**config.mk**
```make
export PLATFORM = sky130hd
export DESIGN_NAME = note_sequencer
export DESIGN_NICKNAME = d
export VERILOG_FILES = /design/src/rtl/note_sequencer.sv
export SDC_FILE = /design/constraint.sdc
export NUM_CORES = 1
export LEC_CHECK = 0
export ABC_AREA = 1
export BUFFER_PORTS_ARGS = -buffer_cell sky130_fd_sc_hd__buf_2
export CAP_MARGIN = 0
export CORE_ASPECT_RATIO = 1.5
export CORE_MARGIN = 2
export CORE_UTILIZATION = 44
export DETAILED_ROUTE_END_ITERATION = 12
export PLACE_DENSITY_LB_ADDON = 0.05
export SYNTH_ARGS = -nofsm -noshare
export SYNTH_HDL_FRONTEND = slang
export SYNTH_SLANG_ARGS = --single-unit
```
**constraint.sdc**
```tcl
create_clock -name clk -period 1.4 [get_ports clk]
set_clock_uncertainty 0.05 [all_clocks]
set_input_delay 0.21 -clock clk [delete_from_list [all_inputs] [get_ports clk]]
set_output_delay 0.21 -clock clk [all_outputs]
set_load 0.02 [all_outputs]
```
**src/rtl/note_sequencer.sv**
```systemverilog
// Note-load initiator: walks a song in a synchronous ROM and hands each
// {note, duration} to the note player, advancing on the player's note_done.
module note_sequencer #(
  parameter int SONG_BITS = 2,
  parameter int IDX_BITS  = 5,
  parameter int NOTE_W    = 6,
  parameter int DUR_W     = 6
) (
  input  logic                          clk,
  input  logic                          reset,
  input  logic                          play,
  input  logic [SONG_BITS-1:0]          song,
  input  logic                          note_done,
  output logic [SONG_BITS+IDX_BITS-1:0] rom_addr,
  input  logic [NOTE_W+DUR_W-1:0]       rom_data,
  output logic [NOTE_W-1:0]             note_out,
  output logic [DUR_W-1:0]              duration_out,
  output logic                          new_note,
  output logic                          song_done,
  output logic                          busy
);

  typedef enum logic [2:0] {
    S_IDLE,
    S_FETCH,
    S_LOAD,
    S_START,
    S_PLAYING,
    S_DONE_HOLD
  } state_t;

  localparam logic [IDX_BITS-1:0] LAST_IDX = '1;

  state_t                          state_q, state_d;
  logic [IDX_BITS-1:0]             idx_q, idx_d;
  logic [SONG_BITS-1:0]            song_reg_q, song_reg_d;
  logic [SONG_BITS+IDX_BITS-1:0]   rom_addr_q, rom_addr_d;
  logic [NOTE_W-1:0]               note_q, note_d;
  logic [DUR_W-1:0]                dur_q, dur_d;
  logic                            new_note_q, new_note_d;
  logic                            song_done_q, song_done_d;
  logic                            busy_q, busy_d;

  logic [NOTE_W-1:0]               rom_note;
  logic [DUR_W-1:0]                rom_dur;
  logic                            song_change;

  assign rom_note = rom_data[NOTE_W+DUR_W-1:DUR_W];
  assign rom_dur  = rom_data[DUR_W-1:0];

  // NOTE: every signal assigned here gets a default first, so no path leaves it
  // unassigned and no latch is inferred.
  always_comb begin
    state_d     = state_q;
    idx_d       = idx_q;
    song_reg_d  = song_reg_q;
    note_d      = note_q;
    dur_d       = dur_q;
    new_note_d  = 1'b0;
    song_done_d = 1'b0;

    // A new song select while a song is in flight restarts from its first slot.
    song_change = (state_q inside {S_FETCH, S_LOAD, S_START, S_PLAYING}) &&
                  (song != song_reg_q);

    if (song_change) begin
      idx_d      = '0;
      song_reg_d = song;
      state_d    = S_FETCH;
    end else begin
      case (state_q)
        S_IDLE: begin
          idx_d = '0;
          if (play) begin
            song_reg_d = song;
            state_d    = S_FETCH;
          end
        end
        S_FETCH: state_d = S_LOAD;
        S_LOAD: begin
          if (rom_dur == '0) begin
            song_done_d = 1'b1;
            state_d     = S_DONE_HOLD;
          end else begin
            note_d     = rom_note;
            dur_d      = rom_dur;
            new_note_d = 1'b1;
            state_d    = S_START;
          end
        end
        // The player loads on this cycle's edge; its note_done is stale here.
        S_START: state_d = S_PLAYING;
        S_PLAYING: begin
          if (note_done) begin
            if (idx_q == LAST_IDX) begin
              song_done_d = 1'b1;
              state_d     = S_DONE_HOLD;
            end else begin
              idx_d   = idx_q + IDX_BITS'(1);
              state_d = S_FETCH;
            end
          end
        end
        S_DONE_HOLD: begin
          if (!play) begin
            idx_d   = '0;
            state_d = S_IDLE;
          end
        end
        default: state_d = S_IDLE;
      endcase
    end

    busy_d     = state_d inside {S_FETCH, S_LOAD, S_START, S_PLAYING};
    rom_addr_d = {song_reg_d, idx_d};
  end

  // NOTE: sequential state uses non-blocking assignments so every flop samples
  // the pre-edge values regardless of statement order.
  always_ff @(posedge clk) begin
    if (reset) begin
      state_q     <= S_IDLE;
      idx_q       <= '0;
      song_reg_q  <= '0;
      rom_addr_q  <= '0;
      note_q      <= '0;
      dur_q       <= '0;
      new_note_q  <= 1'b0;
      song_done_q <= 1'b0;
      busy_q      <= 1'b0;
    end else begin
      state_q     <= state_d;
      idx_q       <= idx_d;
      song_reg_q  <= song_reg_d;
      rom_addr_q  <= rom_addr_d;
      note_q      <= note_d;
      dur_q       <= dur_d;
      new_note_q  <= new_note_d;
      song_done_q <= song_done_d;
      busy_q      <= busy_d;
    end
  end

  assign rom_addr     = rom_addr_q;
  assign note_out     = note_q;
  assign duration_out = dur_q;
  assign new_note     = new_note_q;
  assign song_done    = song_done_q;
  assign busy         = busy_q;

endmodule

```
==> flow_summary_export.csv <==
group,metric,value,unit
power_and_ir_drop,power,0.00254,W
global_route,grt_util_all_layers,19.9,%
cts,clk_latency,0.27,ns
cts,cts.reportedPaths.clkPinSlew,0.09,ns
worst_setup_path,cp.required,1.52,ns
min_path,hp-class,"in2reg",
cts,holdBufCountCts,0,
synth,ys_ff_latch,25,
final_layout,antenna_cells,0,
final_layout,drive_gt1_share,41.3,%
global_route,grt_pass1_vias,1122,
final_layout,mostFrequentLayoutCells,"39 x buf_2, 36 x nor2_1, 20 x dfxtp_1, 17 x nand2_1, 14 x buf_4",
worst_setup_path,crit_path_top_delay_cell,"dfxtp_2",
floorplan,io_pins,40,
synth,synth_area_leader_cell,"dfxtp_1",
worst_setup_path,r2r-start,"state_q[1]",
global_route,grt_pass1_wl,4560,um
cts,cts_htree_levels,1,
synth,ys_seq_area_share,42.5,%
final_layout,final_common_cell,"buf_2",
worst_setup_path,crit_fanout,4,
run_status,status,"completed",
floorplan,rows,23,
placed_design,place_congestion,0.840,
final_layout,fillerInstances,243,
drt,wire_per_inst,11.4,um
synth,syn_area,1180,um2
sta,finalHoldViolations,0,
worst_setup_path,crit_path_end_kind,"flip-flop",
worst_setup_path,critPathKind,"reg2reg",
sta,period_minus_slack,1.37,ns
worst_setup_path,crit_path_start_kind,"flip-flop",
synth,synth.top_cell.area_share,42.5,%
placed_design,port_buffers,39,
sta,fin_ws,0.0299,ns
cts,numCtsBuffers,3,
worst_setup_path,r2r_slack,0.03,ns
power_and_ir_drop,vdd_drop_max,0.000925,V
drt,drt-met1-wl,1160,um
worst_setup_path,worstPathArrival,1.49,ns
cts,clock_path_buffers,2,
drt,wl_met2,1590,um
synth,synth_cells,162,
floorplan,die_h,67.4,um
worst_setup_path,cp_cell_sequence,"inv_1 -> nor3_4 -> buf_12 -> nand2_1 -> nand3_2 -> nand3_1 -> nand2_1 -> nor2_1",
synth,ys_warn_count,0,
final_layout,finish.utilization,62.9,%
sta,relSlewSlack,68.1,%
drt,maxUsedRoutingLayer,"met4",
final_layout,regArea,512,um2
worst_setup_path,worstRegToRegCells,8,
floorplan,start_util,45.0,%
sta,setup_viol,0,
synth,yosys-top-cells-area,"dfxtp_1 42%, nor2_1 12%, nand2_1 6.7%, a21oi_1 4.2%, nand3_1 4.2%",
placed_design,dpl.hpwl,2180,um
worst_setup_path,crit_path_end,"busy",
global_route,antenna_found_initial,0,
power_and_ir_drop,p_leak,0.792,nW
synth,syn_avg_cell_area,7.28,um2
floorplan,fp.dieW,46.3,um
sta,rsz0062_at_grt,"yes",
floorplan,coreArea,2620,um2
cts,clock-root-buffer,"clkbuf_8",
placed_design,place_ws,-0.0398,ns
sta,finalMaxSlewViolations,0,
drt,drtIter0Drc,35,
placed_design,place_area,1490,um2
final_layout,final_area,1650,um2
flow_run,maxCapViolations,0,
drt,viasPerCell,4.85,
global_route,grt_max_degree,16,
final_layout,final_nets,238,
worst_setup_path,startpoint,"state_q[1]",
floorplan,dieArea,3120,um2
power_and_ir_drop,power_density,1540,nW/um2
final_layout,syn_to_final_growth,39.8,%
cts,cts_tree,"built",
drt,vias,1236,
global_route,grt_overflow,0,
sta,fmax,730,MHz
synth,synth.distinct_cells,27,
worst_setup_path,worst_r2r_endpoint,"busy",
sta,worstMarginPinSlew,0.478,ns
cts,cts_sinks,25,
synth,synth_nets,181,
final_layout,multi_input_area,653,um2
drt,ant_nets,0,
drt,drt-total-wl,2900,um
drt,firstDrtPassIters,4,
drt,drc_errors,0,
worst_setup_path,slowest_delay,0.38,ns
worst_setup_path,worst_path_most_repeated_cell,"nand2_1",
sta,fin_crit_sh,97.9,%
drt,dr_wl_met3,104,um
-- kinds of logic (layout without fill, tap and decap cells) --
group / after synthesis / in the layout / synth area share [%]
AOI/OAI and AO/OA: 30 / 30 / 13.2
xor gates and xnor gates: 3 / 3 / 2.23
adders and majority gates: 1 / 1 / 1.06
DFF: 25 / 25 / 42.5
and+or+nand+nor: 84 / 85 / 33.2
buffers and inverters: 19 / 74 / 7.86
-- stage by stage --
step | hold slack [ns] | setup TNS [ns] | std cells
after floorplan | 0.229 | 0 | 162
after global placement | 0.396 | 0 | 247
after detailed placement | 0.401 | -0.290 | 247
after CTS | 0.113 | 0 | 253
after global routing | 0.120 | -0.625 | 255
final | 0.118 | 0 | 255
-- critical path, delay by kind of cell, from the launching register on --
| kind | cells | cell delay [ns] |
|---|---|---|
| buffers and inverters | 2 | 0.24 |
| DFF | 1 | 0.38 |
| and+or+nand+nor | 6 | 0.59 |
-- area by class of cell --
| class | instances | area share (%) |
|---|---|---|
| Inverter | 16 | 4.10 |
| Sequential cell | 25 | 31.1 |
| Tap cell | 37 | 2.81 |
| Multi-Input combinational cell | 119 | 39.6 |
| Clock inverter | 1 | 0.456 |
| Clock buffer | 3 | 2.51 |
| Timing Repair Buffer | 54 | 19.4 |
-- registers in the layout (all words and copies together), names as in the netlist --
name and flops:
idx_q 4, busy 1, note_out 6, state_q 3, duration_out 6, song_done 1, song_reg_q 2, new_note 1
rom_addr 1
-- report_power, final --
| part | leakage, nW | total, W | switching (W) | internal [W] |
|---|---|---|---|---|
| registers | 0.206 | 0.000934 | 0.0000835 | 0.000850 |
| clock network | 0.0217 | 0.000433 | 0.000232 | 0.000202 |
| logic | 0.564 | 0.00118 | 0.000720 | 0.000455 |
| total | 0.792 | 0.00254 | 0.00104 | 0.00151 |
-- routing by layer --
layer  GRT usage [%]  vias to the layer above
met4            7.86                        0
met2            37.5                       33
li1                -                      635
met3            1.60                        6
met1            21.8                      562
met5               0                        -
-- how the worst min path moves through the flow --
stage                 start          end  slack (ns)  cells after the start
2_1_floorplan         reset   state_q[0]        0.23                      1
3_3_place_gp   rom_data[10]  note_out[4]        0.40                      3
3_5_place_dp    rom_data[8]  note_out[2]        0.40                      3
4_1_cts         rom_data[8]  note_out[2]        0.11                      3
5_1_grt         rom_data[7]  note_out[1]        0.12                      3
6_report        rom_data[8]  note_out[2]        0.12                      3
-- cells in the mapped netlist --
master / count
nor2_1: 39
dfxtp_1: 25
nand2_1: 21
inv_1: 13
a21oi_1: 10
nand3_1: 10
o21ai_1: 9
o21ai_0: 8
nand2_2: 3
a31oi_1: 2
inv_2: 2
nand4_1: 2
nor2_2: 2
nor3_1: 2
xnor2_1: 2
and2_1: 1
buf_1: 1
buf_6: 1
buf_8: 1
ha_1: 1
inv_4: 1
nand2_4: 1
nand3_4: 1
nor2_4: 1
nor3_4: 1
o211ai_1: 1
xor2_1: 1
-- what timing repair did --
item                                    in CTS  in global routing
pin swaps                                    2                  4
gates cloned                                 1                  0
gates resized for setup                      8                 19
endpoints found under the setup margin      13                 22
buffers inserted                             1                  2
Note: power is estimated with default switching activity, not from simulation.
